[src/rtl/updown_counter_fsm_pkg.sv]
// Shared definitions for the up/down counter: direction-state encodings
// and the state-vector width.
package updown_counter_fsm_pkg;

  localparam int ST_W = 2;

  typedef enum logic [ST_W-1:0] {
    ST_IDLE = 2'b00,
    ST_UP   = 2'b01,
    ST_DN   = 2'b10
  } state_e;

  function automatic logic is_counting(input state_e st);
    return (st == ST_UP) || (st == ST_DN);
  endfunction

endpackage

[src/rtl/register_sr.sv]
// WIDTH-bit D register with synchronous active-high reset; holds the count.
module register_sr #(
  parameter int WIDTH = 8
) (
  input  logic             clk,
  input  logic             srst_i,
  input  logic [WIDTH-1:0] d_i,
  output logic [WIDTH-1:0] q_o
);

  always_ff @(posedge clk) begin
    if (srst_i) begin
      q_o <= '0;
    end else begin
      q_o <= d_i;
    end
  end

endmodule

[src/rtl/updown_counter_fsm.sv]
// Bidirectional counter steered by an IDLE/UP/DOWN state machine, with
// parallel load, stop, wrap-or-saturate ends and a registered terminal-count pulse.
module updown_counter_fsm
  import updown_counter_fsm_pkg::*;
#(
  parameter int WIDTH = 8,
  parameter bit WRAP  = 1'b1
) (
  input  logic             clk,
  input  logic             reset,
  input  logic             load,
  input  logic [WIDTH-1:0] d,
  input  logic             start_up,
  input  logic             start_dn,
  input  logic             stop,
  output logic [WIDTH-1:0] q,
  output logic             busy,
  output logic             dir_up,
  output logic             tc
);

  localparam logic [WIDTH-1:0] CNT_MAX = {WIDTH{1'b1}};
  localparam logic [WIDTH-1:0] CNT_ONE = WIDTH'(1);

  state_e           state_q, state_d;
  logic [WIDTH-1:0] count_d;
  logic             tc_d;
  logic             at_end;
  logic             illegal;

  always_comb begin
    count_d = q;
    state_d = state_q;
    tc_d    = 1'b0;
    at_end  = 1'b0;
    illegal = 1'b0;

    // Step from the current state; requests seen this cycle act on the state only.
    case (state_q)
      ST_IDLE: ;
      ST_UP: begin
        if (q == CNT_MAX) begin
          at_end  = 1'b1;
          count_d = WRAP ? '0 : q;
        end else begin
          count_d = q + CNT_ONE;
          tc_d    = (q == CNT_MAX - CNT_ONE);
        end
      end
      ST_DN: begin
        if (q == '0) begin
          at_end  = 1'b1;
          count_d = WRAP ? CNT_MAX : q;
        end else begin
          count_d = q - CNT_ONE;
          tc_d    = (q == CNT_ONE);
        end
      end
      default: illegal = 1'b1;
    endcase

    if (load) begin
      count_d = d;
      tc_d    = 1'b0;
    end else if (stop) begin
      count_d = q;
      tc_d    = 1'b0;
    end

    if (illegal || stop) begin
      state_d = ST_IDLE;
    end else if (start_up) begin
      state_d = ST_UP;
    end else if (start_dn) begin
      state_d = ST_DN;
    end else if (at_end && !WRAP && !load) begin
      state_d = ST_IDLE;
    end
  end

  // busy/dir_up decode the next state so they move on the same edge as the FSM.
  always_ff @(posedge clk) begin
    if (reset) begin
      state_q <= ST_IDLE;
      busy    <= 1'b0;
      dir_up  <= 1'b0;
      tc      <= 1'b0;
    end else begin
      state_q <= state_d;
      busy    <= is_counting(state_d);
      dir_up  <= (state_d == ST_UP);
      tc      <= tc_d;
    end
  end

  register_sr #(
    .WIDTH(WIDTH)
  ) u_count (
    .clk   (clk),
    .srst_i(reset),
    .d_i   (count_d),
    .q_o   (q)
  );

endmodule

[config.mk]
export PLATFORM = sky130hd
export DESIGN_NAME = updown_counter_fsm
export DESIGN_NICKNAME = d
export VERILOG_FILES = /design/src/rtl/updown_counter_fsm_pkg.sv /design/src/rtl/register_sr.sv /design/src/rtl/updown_counter_fsm.sv
export SDC_FILE = /design/constraint.sdc
export NUM_CORES = 1
export LEC_CHECK = 0
export CAP_MARGIN = 20
export CORE_UTILIZATION = 50
export DETAILED_ROUTE_END_ITERATION = 7
export PLACE_DENSITY_LB_ADDON = 0.3
export SYNTH_ARGS = -nofsm -noshare
export SYNTH_HDL_FRONTEND = slang
export SYNTH_SLANG_ARGS = --single-unit
[constraint.sdc]
create_clock -name clk -period 2.65 [get_ports clk]
set_clock_uncertainty 0.05 [all_clocks]
set_input_delay 0.265 -clock clk [delete_from_list [all_inputs] [get_ports clk]]
set_output_delay 0.265 -clock clk [all_outputs]
set_load 0.02 [all_outputs]
# Word level (Yosys, flattened, before mapping)
# Index checks and enable logic that the tools add are counted.
# word_totals
register_bits	13
input_bits	14
word_cells	35
# op_classes
addsub	2
eq_ne	8
muxes	12
n_reduce_logical	8
# op_table
op	n
$mux W8	4
$eq A8 B8 Y1 const B	2
$pmux W8 S2	1
$add A8 B1 Y8 const B	1
$eq A8 B1 Y1 const B	1
$logic_not A8 Y1	1
$sub A8 B1 Y8 const B	1
$mux W2	3
$reduce_or A3 Y1	2
$eq A2 B1 Y1 const B	2
$eq A2 B2 Y1 const B	2
$mux W1	3
$reduce_bool A3 Y1	1
$logic_not A2 Y1	1
$logic_or A1 B1 Y1	2
$ne A2 B2 Y1 const B	1
$pmux W1 S2	1
$reduce_and A2 Y1	1

# Longest topological paths before layout
# depth
depth_word	7
depth_mapped	7
mapped_depth_nobuf	6

# Modules after synthesis
# From an unflattened synthesis, not the netlist that was laid out.
# unflattened
hier_cells	143
area_unflattened_um2	1068.5
# modules_own_cells
module	n_inst	cells_per_inst	area_per_inst_um2	seq_area_each_um2
updown_counter_fsm	1	127	858.3	100.1
register_sr	1	16	210.2	160.2

# Worst setup path after synthesis
# No wires, ideal clock.
# synth_path
path_type	reg-to-reg
startpoint	reg u_count.q_o[0]
endpoint	reg u_count.q_o[7]
setup_time_ns	0.122
t_arrival_ns	1.852
path_slack_ns	0.626
stages_incl_launch_ff	8
path_cell_list	dfxtp_1 > clkbuf_1 > inv_1 > ha_1 > o21bai_1 > a311oi_1 > a2111oi_0 > a221o_1
# synth_between
elab_chain_len	5
word_cells_on_any_way	9
classes_between	add/sub (2); eq/ne (1); mux (5); reduce/logical (1)
# synth_lines
element	line	rtl
start: declaration	register_sr.sv:8	output logic [WIDTH-1:0] q_o
start signal: assignment	register_sr.sv:15	q_o <= d_i;
$sub A8 B1 Y8, or another cell as far along	updown_counter_fsm.sv:55	count_d = q - CNT_ONE;
$mux W8 (on tied branches)	updown_counter_fsm.sv:51, updown_counter_fsm.sv:42	
$pmux W8 S2 (*)	updown_counter_fsm.sv:39	case (state_q)
$mux W8 (*)	updown_counter_fsm.sv:65	end else if (stop) begin
$mux W8 (*)	updown_counter_fsm.sv:62	if (load) begin
# Every way passes the cells marked *; elsewhere a longest branch is shown, timed or not. The select of a mux whose other input is x is not followed.
# A chain may end at the register's enable or synchronous reset.

# Worst setup path after layout
# layout_path
startpoint	reg state_q[1]
endpoint	reg u_count.q_o[4]
# layout_between
elab_chain_len	4
word_cells_on_any_way	7
classes_between	eq/ne (2); mux (3); reduce/logical (2)
# layout_lines
element	line	rtl
start: declaration	updown_counter_fsm.sv:25	state_e state_q, state_d;
start signal: assignment	updown_counter_fsm.sv:89	state_q <= state_d;
$eq A2 B2 Y1 or $eq A2 B1 Y1 (tied branches)	updown_counter_fsm.sv:39	
$pmux W8 S2	updown_counter_fsm.sv:39	
$mux W8	updown_counter_fsm.sv:65	
$mux W8	updown_counter_fsm.sv:62	
# Parallel ways exist; a longest one is shown, timed or not. The select of a mux whose other input is x is not followed.

==> run_results.csv <==
group,metric,value,unit
logic_synthesis,synth_top_area_cell,"dfxtp_1",
global_route,grt_antenna_before_repair,0,
power_and_ir_drop,power.internal,0.3444,mW
power_and_ir_drop,p_leak,0.4785,nW
global_route,grt_pass1_wl,4.940,mm
timing,max_clock_freq,0.4690,GHz
logic_synthesis,ys_seq_area_frac,0.2327,
critical_path,worstSetupStartpointType,"register",
logic_synthesis,avgSynthCellArea,8.047,um2
detailed_routing,drt-total-wl,2.958,mm
detailed_routing,remaining_drc_errors,0,
cells_and_area,design_area,1376,um2
floorplanning,die_area,2430,um2
timing,worstMarginPinSlew,0.5731,ns
logic_synthesis,synth.top_cell.area_share,0.2327,
clocking,h-tree-depth,1,
cells_and_area,drive_above_1_share,0.07692,
logic_synthesis,async_flop_share,0,
logic_synthesis,synth_most_common_cell,"dfxtp_1",
detailed_routing,drt_first_pass_iters,4,
clocking,cts.clk_slew.worst_paths,0.08,ns
run,max_cap_violations,0,
timing,maxSlewHeadroom,0.6167,
place,io_buffers,24,
timing,hold_viol_final,0,
global_route,grt_pass1_vias,1151,
critical_path,worstSetupEndpointType,"register",
cells_and_area,area_growth,23.04,%
logic_synthesis,ys_types,46,
clocking,post_cts_resized,0,
logic_synthesis,ys_ff_latch,13,
timing,fin_crit_sh,0.8047,
detailed_routing,post_drt_wl_per_cell,16.16,um
cells_and_area,n_fill_cell,177,
global_route,grt_overflow,0,
place,detailed_place_hpwl,2.182,mm
critical_path,worstSetupPathType,"reg -> reg",
power_and_ir_drop,swShare,0.3309,
cells_and_area,fin_cells,183,
run_status,status,"complete, no violations",
global_route,grt_use_total,0.2608,
place,gp_congestion,0.9461,
place,place_inst,179,
cells_and_area,nets,180,
floorplanning,die_w,49.30,um
clocking,cts_buffers,3,
logic_synthesis,synth_cells,139,
timing,rsz0062_at_grt,"no",
timing,min_period,2.132,ns
floorplanning,rows,16,
min_path,hold_class,"in -> reg",
power_and_ir_drop,p_per_area,374.0,nW/um2
clocking,clockBufferDepth,2,
logic_synthesis,synth_common_cells,"dfxtp_1, inv_1, clkbuf_1, ha_1, nor3_1",
logic_synthesis,synth_top_cells_by_area,"dfxtp_1, ha_1, nor3_1",
timing,slew_viol_final,0,
clocking,cts_setup_buffers,0,
global_route,grt_max_degree,17,
power_and_ir_drop,power_frac_comb,0.316,
detailed_routing,viasPerCell,6.623,
logic_synthesis,synthFlopType,"dfxtp_1",
timing,fin_tns_setup,0,ns
critical_path,arrival,2.25,ns
power_and_ir_drop,power.switching,0.1703,mW
clocking,cts-hold-fix-buffers,0,
floorplanning,ios,25,
clocking,cts_tree,"yes",
floorplanning,die_y,49.30,um
logic_synthesis,syn_area,1119,um2
logic_synthesis,synthesis.nets,162,
power_and_ir_drop,pwr-share-seq,0.456,
logic_synthesis,synth_edf_count,0,
floorplanning,coreArea,2042,um2
detailed_routing,vias,1212,
critical_path,required,2.77,ns
detailed_routing,first_iter_violations,81,
detailed_routing,final_antenna_net_count,0,
power_and_ir_drop,clockPowerShare,0.228,
logic_synthesis,yosysWarnings,0,
clocking,clock_latency,0.27,ns
cells_and_area,n_antenna_cell,0,
place,dpl-instance-area,1350,um2
timing,timing.hold.ws,0.5065,ns
timing,setup_violations,0,
critical_path,crit_fanout,8,
cells_and_area,utilization,0.6740,
clocking,clock_sinks,13,
power_and_ir_drop,ir_worst_vdd,0.3916,mV
floorplanning,start_util,0.5478,
clocking,root_buffer,"clkbuf_4",
==> final cells by class <==
class	count	area, um2	share of cell area
Clock buffer	4	26.28	0.01909
Inverter	10	37.54	0.02727
Multi-Input combinational cell	102	755.7	0.5491
Sequential cell	13	260.3	0.1891
Tap cell	27	33.78	0.02455
Timing Repair Buffer	27	262.8	0.1909
==> final timing paths <==
check	start	endpoint	slack, ns	cells past startpoint
worst max-delay path	state_q[1]	u_count.q_o[4]	0.52	6
worst min-delay path	d[2]	u_count.q_o[2]	0.51	3
worst max register to register	state_q[1]	u_count.q_o[4]	0.52	6
worst min register to register	state_q[1]	tc	0.58	2
==> sequential cells by signal, summed over array words and instances, names as in the netlist <==
| name | cells |
|---|---|
| u_count.q_o | 8 |
| state_q | 2 |
| busy | 1 |
| dir_up | 1 |
| tc | 1 |
==> power by group through the flow <==
| stage | combinational (mW) | clock (mW) | sequential, mW |
|---|---|---|---|
| 2_1_floorplan | 0.107 | 0 | 0.229 |
| 4_1_cts | 0.161 | 0.121 | 0.233 |
| 3_3_place_gp | 0.158 | 0 | 0.237 |
| 5_1_grt | 0.176 | 0.128 | 0.237 |
| 3_5_place_dp | 0.160 | 0 | 0.238 |
| 6_report | 0.163 | 0.117 | 0.235 |
==> placed cells by master (no fill, tap or decap), drive strengths merged, types with 5 or more instances in the layout <==
master	instances
a21oi	8
nor2	7
inv	10
clkdlybuf4s50	24
ha	9
nor3	10
o21ai	5
dfxtp	13
==> metal layers <==
layer	vias to the layer above	share of wire	routed length, um	track usage
met5	-	0	0	0
met4	0	0.027	79	0.1225
met3	12	0.10	302	0.08411
met2	83	0.45	1331	0.4087
met1	550	0.42	1244	0.3195
li1	567	-	-	-
==> cell families (layout without fill, tap and decap cells) <==
family / after synthesis / count (layout) / synth area share
AO/OA/AOI/OAI: 45 / 45 / 0.2964
adder cells (fa/ha/maj): 9 / 9 / 0.1007
XOR/XNOR: 3 / 3 / 0.02349
AND/OR/NAND/NOR: 44 / 44 / 0.2450
multiplexers: 1 / 1 / 0.01007
buffers and inverters: 24 / 41 / 0.09172
flip-flops: 13 / 13 / 0.2327
==> critical path, stage by stage (launching register included) <==
cell and delay (ns):
dfxtp_1 0.38, inv_1 0.06, ha_1 0.27, o21bai_1 0.26, nor2b_1 0.53, o21ai_0 0.19, a311oi_1 0.30
==> per-stage QoR <==
stage               setup slack, ns  power [mW]
floorplan                    0.6262      0.3369
global placement             0.6100      0.3955
detailed placement           0.4708      0.3979
CTS                          0.5498      0.5149
global route                 0.3596      0.5417
finish                       0.5176      0.5147
Note: power is estimated with default switching activity, not from simulation.
